$ cat src/rtl/axi_ad9364_dac_sched_if.sv
// ---------------------------------------------------------------------------
// axi_ad9364_dac_sched_if
//   Upstream sample stream between the DMA/DDS source and the TX scheduler.
//   s_valid : source has a sample on s_data
//   s_ready : scheduler can accept; a transfer happens when s_valid & s_ready
//   s_data  : {q2, i2, q1, i1}, 12 bits each
//   master modport = sample source, slave modport = scheduler.
// ---------------------------------------------------------------------------
interface axi_ad9364_dac_sched_if;
    logic        s_valid;
    logic        s_ready;
    logic [47:0] s_data;

    modport master (output s_valid, output s_data, input s_ready);
    modport slave  (input s_valid, input s_data, output s_ready);
endinterface

$ cat src/rtl/axi_ad9364_dac_sched.sv
// ---------------------------------------------------------------------------
// axi_ad9364_dac_sched
//   Transmit-side sample scheduler for the AD9364 digital interface. Buffers
//   upstream I/Q samples in a small FIFO and presents one sample per slot to
//   axi_ad9364_dig_if (slot period 2 clocks in 1T, 4 clocks in 2T), with
//   start/prefill/stop sequencing and sticky underflow reporting.
//
//   Ports
//     clk, rstn        interface clock, asynchronous active-low reset
//     enable           1 = start/keep streaming, 0 = stop
//     r1_mode          1 = 1T, 0 = 2T; latched on IDLE->FILL only
//     s_if (slave)     upstream sample stream {q2,i2,q1,i1}
//     dac_valid        one-cycle strobe per sample slot
//     dac_data_*       sample lanes (i2/q2 forced 0 in 1T)
//     dac_r1_mode      latched mode presented to dig_if
//     underflow        sticky, a slot occurred with the FIFO empty
//     underflow_clr    clears underflow (a simultaneous set wins)
//     state            0 IDLE, 1 FILL, 2 RUN, 3 STOP
//     pattern_sel      only with AD9364_DAC_SCHED_PATTERN_EN defined
//
//   Build option: define AD9364_DAC_SCHED_PATTERN_EN to add pattern_sel, which
//   replaces FIFO data with a fixed two-entry test pattern while in RUN.
// ---------------------------------------------------------------------------
module axi_ad9364_dac_sched #(
    parameter int unsigned FIFO_DEPTH = 4,   // power of 2, 2..16
    parameter int unsigned FILL_LEVEL = 2    // 1..FIFO_DEPTH
) (
    input  logic                  clk,
    input  logic                  rstn,
    input  logic                  enable,
    input  logic                  r1_mode,
    axi_ad9364_dac_sched_if.slave s_if,
`ifdef AD9364_DAC_SCHED_PATTERN_EN
    input  logic                  pattern_sel,
`endif
    output logic                  dac_valid,
    output logic [11:0]           dac_data_i1,
    output logic [11:0]           dac_data_q1,
    output logic [11:0]           dac_data_i2,
    output logic [11:0]           dac_data_q2,
    output logic                  dac_r1_mode,
    output logic                  underflow,
    input  logic                  underflow_clr,
    output logic [1:0]            state
);

    localparam int unsigned AW = $clog2(FIFO_DEPTH);
    localparam int unsigned CW = AW + 1;
    localparam logic [CW-1:0] DEPTH_C = CW'(FIFO_DEPTH);
    localparam logic [CW-1:0] FILL_C  = CW'(FILL_LEVEL);

    typedef enum logic [1:0] {
        ST_IDLE = 2'd0,
        ST_FILL = 2'd1,
        ST_RUN  = 2'd2,
        ST_STOP = 2'd3
    } state_t;

    state_t          state_q, state_d;
    logic [1:0]      slot_q, slot_d;
    logic [CW-1:0]   count_q, count_d;
    logic [AW-1:0]   wr_ptr_q, wr_ptr_d;
    logic [AW-1:0]   rd_ptr_q, rd_ptr_d;
    logic [47:0]     mem_q [FIFO_DEPTH];
    logic [47:0]     mem_d [FIFO_DEPTH];
    logic            dac_valid_q, dac_valid_d;
    logic [11:0]     i1_q, i1_d, q1_q, q1_d, i2_q, i2_d, q2_q, q2_d;
    logic            dac_r1_mode_q, dac_r1_mode_d;
    logic            underflow_q, underflow_d;
`ifdef AD9364_DAC_SCHED_PATTERN_EN
    logic            pat_q, pat_d;
`endif

    logic            fifo_full;
    logic            fifo_empty;
    logic            ready;
    logic            push;
    logic            pop;
    logic            last_slot;
    logic [1:0]      slot_next;
    logic            slot_fire;
    logic            pat_slot;
    logic [47:0]     head;

    always_comb begin
        fifo_full  = (count_q == DEPTH_C);
        fifo_empty = (count_q == '0);
        ready      = ((state_q == ST_FILL) || (state_q == ST_RUN)) && !fifo_full;
        push       = s_if.s_valid && ready;
        head       = mem_q[rd_ptr_q];

        // Slot period is 2 clocks in 1T, 4 clocks in 2T.
        last_slot  = dac_r1_mode_q ? (slot_q == 2'd1) : (slot_q == 2'd3);
        slot_next  = last_slot ? 2'd0 : slot_q + 2'd1;

        state_d       = state_q;
        slot_d        = slot_q;
        dac_r1_mode_d = dac_r1_mode_q;

        case (state_q)
            ST_IDLE: begin
                slot_d = '0;
                if (enable) begin
                    state_d       = ST_FILL;
                    dac_r1_mode_d = r1_mode;
                end
            end
            ST_FILL: begin
                slot_d = '0;
                // Prefill counts the sample being accepted this cycle, so RUN
                // starts right after the FILL_LEVEL-th transfer.
                if (!enable) begin
                    state_d = ST_IDLE;
                end else if ((count_q + CW'(push)) >= FILL_C) begin
                    state_d = ST_RUN;
                end
            end
            ST_RUN: begin
                slot_d = slot_next;
                // Stopping on the last count of a period has nothing left to
                // run out, so go straight back to IDLE.
                if (!enable) begin
                    state_d = last_slot ? ST_IDLE : ST_STOP;
                end
            end
            ST_STOP: begin
                slot_d = slot_next;
                if (last_slot) begin
                    state_d = ST_IDLE;
                end
            end
            default: begin
                state_d = ST_IDLE;
                slot_d  = '0;
            end
        endcase

        // Outputs are registered: a slot is launched on the edge where the
        // counter enters 0 in RUN, so dac_valid is seen while counter == 0,
        // including the first RUN cycle.
        slot_fire   = (state_d == ST_RUN) && (slot_d == 2'd0);
        dac_valid_d = slot_fire;

`ifdef AD9364_DAC_SCHED_PATTERN_EN
        pat_slot = slot_fire && pattern_sel;
        pat_d    = (state_q == ST_RUN) ? pat_q : 1'b0;
`else
        pat_slot = 1'b0;
`endif

        pop = slot_fire && !pat_slot && !fifo_empty;

        i1_d = i1_q;
        q1_d = q1_q;
        i2_d = i2_q;
        q2_d = q2_q;

        underflow_d = underflow_clr ? 1'b0 : underflow_q;

        if (slot_fire && !pat_slot) begin
            if (fifo_empty) begin
                i1_d        = '0;
                q1_d        = '0;
                i2_d        = '0;
                q2_d        = '0;
                underflow_d = 1'b1;
            end else begin
                i1_d = head[11:0];
                q1_d = head[23:12];
                i2_d = dac_r1_mode_q ? 12'd0 : head[35:24];
                q2_d = dac_r1_mode_q ? 12'd0 : head[47:36];
            end
        end

`ifdef AD9364_DAC_SCHED_PATTERN_EN
        if (pat_slot) begin
            // pat_d holds the current phase here (reset to 0 outside RUN).
            i1_d  = pat_d ? 12'o4402 : 12'o2064;
            q1_d  = pat_d ? 12'o1337 : 12'o1753;
            i2_d  = dac_r1_mode_q ? 12'd0 : i1_d;
            q2_d  = dac_r1_mode_q ? 12'd0 : q1_d;
            pat_d = ~pat_d;
        end
`endif

        mem_d    = mem_q;
        wr_ptr_d = wr_ptr_q;
        rd_ptr_d = rd_ptr_q;
        count_d  = count_q;

        if (push) begin
            mem_d[wr_ptr_q] = s_if.s_data;
            wr_ptr_d        = wr_ptr_q + AW'(1);
        end
        if (pop) begin
            rd_ptr_d = rd_ptr_q + AW'(1);
        end
        case ({push, pop})
            2'b10:   count_d = count_q + CW'(1);
            2'b01:   count_d = count_q - CW'(1);
            default: count_d = count_q;
        endcase

        // Entering or sitting in IDLE flushes the FIFO and clears the lanes.
        if (state_d == ST_IDLE) begin
            count_d  = '0;
            wr_ptr_d = '0;
            rd_ptr_d = '0;
            i1_d     = '0;
            q1_d     = '0;
            i2_d     = '0;
            q2_d     = '0;
        end
    end

    always_ff @(posedge clk or negedge rstn) begin
        if (!rstn) begin
            state_q       <= ST_IDLE;
            slot_q        <= '0;
            count_q       <= '0;
            wr_ptr_q      <= '0;
            rd_ptr_q      <= '0;
            mem_q         <= '{default: '0};
            dac_valid_q   <= 1'b0;
            i1_q          <= '0;
            q1_q          <= '0;
            i2_q          <= '0;
            q2_q          <= '0;
            dac_r1_mode_q <= 1'b0;
            underflow_q   <= 1'b0;
`ifdef AD9364_DAC_SCHED_PATTERN_EN
            pat_q         <= 1'b0;
`endif
        end else begin
            state_q       <= state_d;
            slot_q        <= slot_d;
            count_q       <= count_d;
            wr_ptr_q      <= wr_ptr_d;
            rd_ptr_q      <= rd_ptr_d;
            mem_q         <= mem_d;
            dac_valid_q   <= dac_valid_d;
            i1_q          <= i1_d;
            q1_q          <= q1_d;
            i2_q          <= i2_d;
            q2_q          <= q2_d;
            dac_r1_mode_q <= dac_r1_mode_d;
            underflow_q   <= underflow_d;
`ifdef AD9364_DAC_SCHED_PATTERN_EN
            pat_q         <= pat_d;
`endif
        end
    end

    assign s_if.s_ready = ready;
    assign dac_valid    = dac_valid_q;
    assign dac_data_i1  = i1_q;
    assign dac_data_q1  = q1_q;
    assign dac_data_i2  = i2_q;
    assign dac_data_q2  = q2_q;
    assign dac_r1_mode  = dac_r1_mode_q;
    assign underflow    = underflow_q;
    assign state        = state_q;

endmodule

$ cat src/flat_wrapper.sv
// flat-port wrapper written by rule: the top's interface ports become plain ports
module axi_ad9364_dac_sched_flat 
#(
    parameter int unsigned FIFO_DEPTH = 4,                       
    parameter int unsigned FILL_LEVEL = 2                    
)
  (clk, rstn, enable, r1_mode, dac_valid, dac_data_i1, dac_data_q1, dac_data_i2, dac_data_q2, dac_r1_mode, underflow, underflow_clr, state, s_if_s_valid, s_if_s_data, s_if_s_ready);
  axi_ad9364_dac_sched_if s_if_i ();
  input  logic clk;
  input  logic rstn;
  input  logic enable;
  input  logic r1_mode;
  output logic dac_valid;
  output logic [11:0] dac_data_i1;
  output logic [11:0] dac_data_q1;
  output logic [11:0] dac_data_i2;
  output logic [11:0] dac_data_q2;
  output logic dac_r1_mode;
  output logic underflow;
  input  logic underflow_clr;
  output logic [1:0] state;
  input wire logic [$bits(s_if_i.s_valid)-1:0] s_if_s_valid;
  input wire logic [$bits(s_if_i.s_data)-1:0] s_if_s_data;
  output wire logic [$bits(s_if_i.s_ready)-1:0] s_if_s_ready;
  assign s_if_i.s_valid = s_if_s_valid;
  assign s_if_i.s_data = s_if_s_data;
  assign s_if_s_ready = s_if_i.s_ready;
  axi_ad9364_dac_sched #(.FIFO_DEPTH(FIFO_DEPTH), .FILL_LEVEL(FILL_LEVEL)) u_core (.clk(clk), .rstn(rstn), .enable(enable), .r1_mode(r1_mode), .s_if(s_if_i), .dac_valid(dac_valid), .dac_data_i1(dac_data_i1), .dac_data_q1(dac_data_q1), .dac_data_i2(dac_data_i2), .dac_data_q2(dac_data_q2), .dac_r1_mode(dac_r1_mode), .underflow(underflow), .underflow_clr(underflow_clr), .state(state));
endmodule
$ cat config.mk
export PLATFORM = sky130hd
export DESIGN_NAME = axi_ad9364_dac_sched_flat
export DESIGN_NICKNAME = d
export VERILOG_FILES = /design/src/rtl/axi_ad9364_dac_sched_if.sv /design/src/rtl/axi_ad9364_dac_sched.sv /design/src/flat_wrapper.sv
export SDC_FILE = /design/constraint.sdc
export NUM_CORES = 1
export LEC_CHECK = 0
export BUFFER_PORTS_ARGS = -buffer_cell sky130_fd_sc_hd__buf_2
export CAP_MARGIN = 25
export CORE_UTILIZATION = 35
export CTS_CLUSTER_DIAMETER = 150
export DETAILED_ROUTE_END_ITERATION = 8
export PLACE_DENSITY_LB_ADDON = 0.2
export SLEW_MARGIN = 20
export SYNTH_ARGS = -nofsm -noshare
export SYNTH_HDL_FRONTEND = slang
export SYNTH_SLANG_ARGS = --single-unit
export TNS_END_PERCENT = 1
$ cat constraint.sdc
create_clock -name clk -period 3.9 [get_ports clk]
set_input_delay 0.195 -clock clk [delete_from_list [all_inputs] [get_ports clk]]
set_output_delay 0.195 -clock clk [all_outputs]
set_load 0.02 [all_outputs]
==> impl_metrics.tcl <==
set metrics [dict create \
    reg2reg_depth 12 \
    synth_area_um2 10800 \
    dp_cells 1149 \
    synthFlopType "dfrtp_1" \
    drt_iter0_markers 293 \
    fin_nets 906 \
    n_antenna_cell 0 \
    drv_slew 0 \
    synth_nets 741 \
    final_cells 1252 \
    clk_latency_ns 0.54 \
    synth.avg_cell_area_um2 16.0 \
    start_util 0.360 \
    fin_crit_ns 3.60 \
    finalCritPeriodShare 0.924 \
    syn_inst 676 \
    finalClockSkew_ns 0.0187 \
    place.gp.congestion 0.776 \
    synth-seq-cells 254 \
    gr-total-overflow 0 \
    worstHoldPathCells 4 \
    grt_start_max_net_pins 120 \
    cts_num_sinks 254 \
    hp-start "s_if_s_valid" \
    yosysUniqueCellTypes 39 \
    yosys_warnings 0 \
    layout-drive-gt1-share 0.495 \
    relSlewSlack 0.370 \
    die_w_um 178 \
    ys_top_cells_by_count "254 x dfrtp_1, 193 x mux2_2, 48 x a22o_1, 48 x mux4_2, 26 x clkbuf_1" \
    fillCellCount 2673 \
    grt_pass1_wl_um 40700 \
    die_h_um 178 \
    grt_pass1_vias 7310 \
    worst_slew_pin_slew_ns 0.945 \
    setup_viol 0 \
    cts_setup_buffers 0 \
    synth_edf_count 0 \
    crit_path_max_fanout 6 \
    drtPass1Iterations 4 \
    numCtsBuffers 29 \
    cts_tree "done" \
    async_reset_ff_frac 1.00 \
    routedWlPerCell_um 20.6 \
    fp-row-count 63 \
    synth_most_common_cell "dfrtp_1" \
    hold_path_class "in2reg" \
    hold_viol_final 0 \
    boundaryPins 108 \
    drc 0 \
    timing.fmax_mhz 277 \
    num_vias 6476 \
    multiInputGateArea_um2 4270 \
    hpwl_um 15700 \
    synth_top_area_frac 0.588 \
    finalSetupTns_ns 0 \
    worstPathArrival_ns 4.05 \
    dieArea_um2 31600 \
    startpoint_type "flop" \
    power.density_nw_per_um2 704 \
    cap_violations 0 \
    portBuffers 107 \
    r2r-end "u_core.count_q[2]$_DFFE_PN0P_" \
    drt-vias-per-instance 5.17 \
    ys_seq_area_frac 0.588 \
    syn2layout_area_growth_pct 23.9 \
    h-tree-depth 1 \
    end_kind "flop" \
    vdd_drop_max_v 0.000427 \
    post-route-util 0.446 \
    worst-endpoint-required_ns 4.35 \
    core_um2 30000 \
    yosysTopAreaCell "dfrtp_1" \
    regArea_um2 6360 \
    drtAntennaViolNets 0 \
    clock_path_buffers 3 \
    rrSetupSlack_ns 0.30 \
    cellLeakagePower_nw 6.33 \
    path_clk_slew_ns 0.06 \
    critPathKind "reg2reg" \
    status "complete, no violations" \
    grt_antenna_before_repair 0 \
    whs_endpoint "u_core.wr_ptr_q[1]$_DFFE_PN0P_" \
    ys_top_cells_by_area "dfrtp_1 59%, mux2_2 20%, mux4_2 10%" \
    rsz0062_at_grt "no" \
    drt-total-wl_um 25700 \
    gr-usage-all-layers 0.168 \
    r2r-start "u_core.state[1]$_DFF_PN0_" \
    cts_root_buffer "clkbuf_16" \
]
## power by group
| group | internal, mW | switching, mW | leakage (nW) |
|---|---|---|---|
| Combinational | 1.37 | 1.28 | 2.49 |
| Sequential | 3.41 | 0.456 | 3.33 |
| Clock | 1.85 | 1.06 | 0.509 |
| Total | 6.63 | 2.80 | 6.33 |
## critical path, stage by stage (launching register included)
cell and delay, ns:
dfrtp_1 0.45, inv_1 0.14, ha_1 0.31, and3_1 0.19
ha_1 0.33, o311a_1 0.37, a311o_1 0.31, nand3_1 0.21
nor3_2 0.12, fa_1 0.44, nor4_1 0.39, nor3_1 0.08
nor3_1 0.17
## area by class of cell
type,count,share of cell area
well taps,390,0.0364
flip-flops and latches,254,0.475
clock inverters,12,0.0163
inverters,9,0.00252
multi-input cells,371,0.319
clock buffers,40,0.0610
repair buffers,176,0.0899
## placed cells by master, fill, tap and decap left out, types with 2 or more instances in the layout
master         Yosys  final
dfrtp_1          254    252
mux2_2           193    193
buf_2              5    106
dlygate4sd3_1      0     51
a22o_1            48     48
mux4_2            48     48
clkbuf_16          0     29
buf_4              0     17
nor2_1            12     11
nand2_1           14     10
ha_1              10     10
inv_1              7      7
bufinv_16          0      6
clkbuf_1          26      6
a21oi_1            5      5
nor3_1             6      5
clkbuf_8           0      5
nand2_2            0      4
clkinv_2           0      4
xor2_1             3      3
o21ai_0            3      3
and3_1             2      2
and2_1             2      2
nor3b_1            2      2
inv_2              2      2
o21a_1             2      2
nand3_1            2      2
xnor2_1            2      2
## stage by stage
stage | setup slack, ns | area [um^2] | power [mW] | hold WS [ns]
after floorplan | 0.624 | 10800 | 5.67 | -0.101
after detailed placement | 0.295 | 11800 | 6.54 | 0.363
after global routing | 0.0168 | 13400 | 9.92 | 0.0759
after global placement | 0.511 | 11800 | 6.32 | 0.327
after CTS | 0.259 | 13400 | 9.53 | 0.0222
final | 0.295 | 13400 | 9.42 | 0.0689
## routing by layer
metal,GRT usage,up-vias,share of wire
met4,0.0434,0,0.020
met3,0.0302,40,0.045
li1,-,2856,-
met5,0,-,0
met1,0.216,3424,0.44
met2,0.291,156,0.50
## logic make-up after synthesis
kind of cell | Yosys count | synth area share
flip-flops | 254 | 0.588
adder cells (fa/ha/maj) | 11 | 0.0134
multiplexers | 241 | 0.301
AND/OR/NAND/NOR | 44 | 0.0201
buffers and inverters | 51 | 0.0197
AO/OA/AOI/OAI | 70 | 0.0533
XOR/XNOR | 5 | 0.00405
## sequential cells by signal, summed over array words and instances (netlist names)
signal / flops
u_core.dac_data_i2: 12
u_core.dac_r1_mode: 1
u_core.dac_data_i1: 12
u_core.dac_data_q1: 12
u_core.mem_q: 192
u_core.state: 2
u_core.slot_q: 2
u_core.wr_ptr_q: 2
u_core.count_q: 3
u_core.rd_ptr_q: 2
u_core.dac_valid: 1
u_core.dac_data_q2: 12
u_core.underflow: 1
## what timing repair did
item / in CTS / in global routing
hold endpoints to repair: 310 / 0
endpoints found under the setup margin: 0 / 1
resized for setup: 0 / 1
hold buffers: 51 / 0
## worst max path at each step
stage	start	end	slack, ns	depth (start not counted)
detailed placement	u_core.state[1]$_DFF_PN0_	u_core.count_q[2]$_DFFE_PN0P_	0.30	12
CTS	u_core.state[1]$_DFF_PN0_	u_core.count_q[2]$_DFFE_PN0P_	0.26	12
floorplan	u_core.state[1]$_DFF_PN0_	u_core.count_q[2]$_DFFE_PN0P_	0.62	12
global route	u_core.state[1]$_DFF_PN0_	u_core.count_q[2]$_DFFE_PN0P_	0.02	13
global placement	u_core.state[1]$_DFF_PN0_	u_core.count_q[2]$_DFFE_PN0P_	0.51	12
finish	u_core.state[1]$_DFF_PN0_	u_core.count_q[2]$_DFFE_PN0P_	0.30	12
Note: power is estimated with default switching activity, not from simulation.
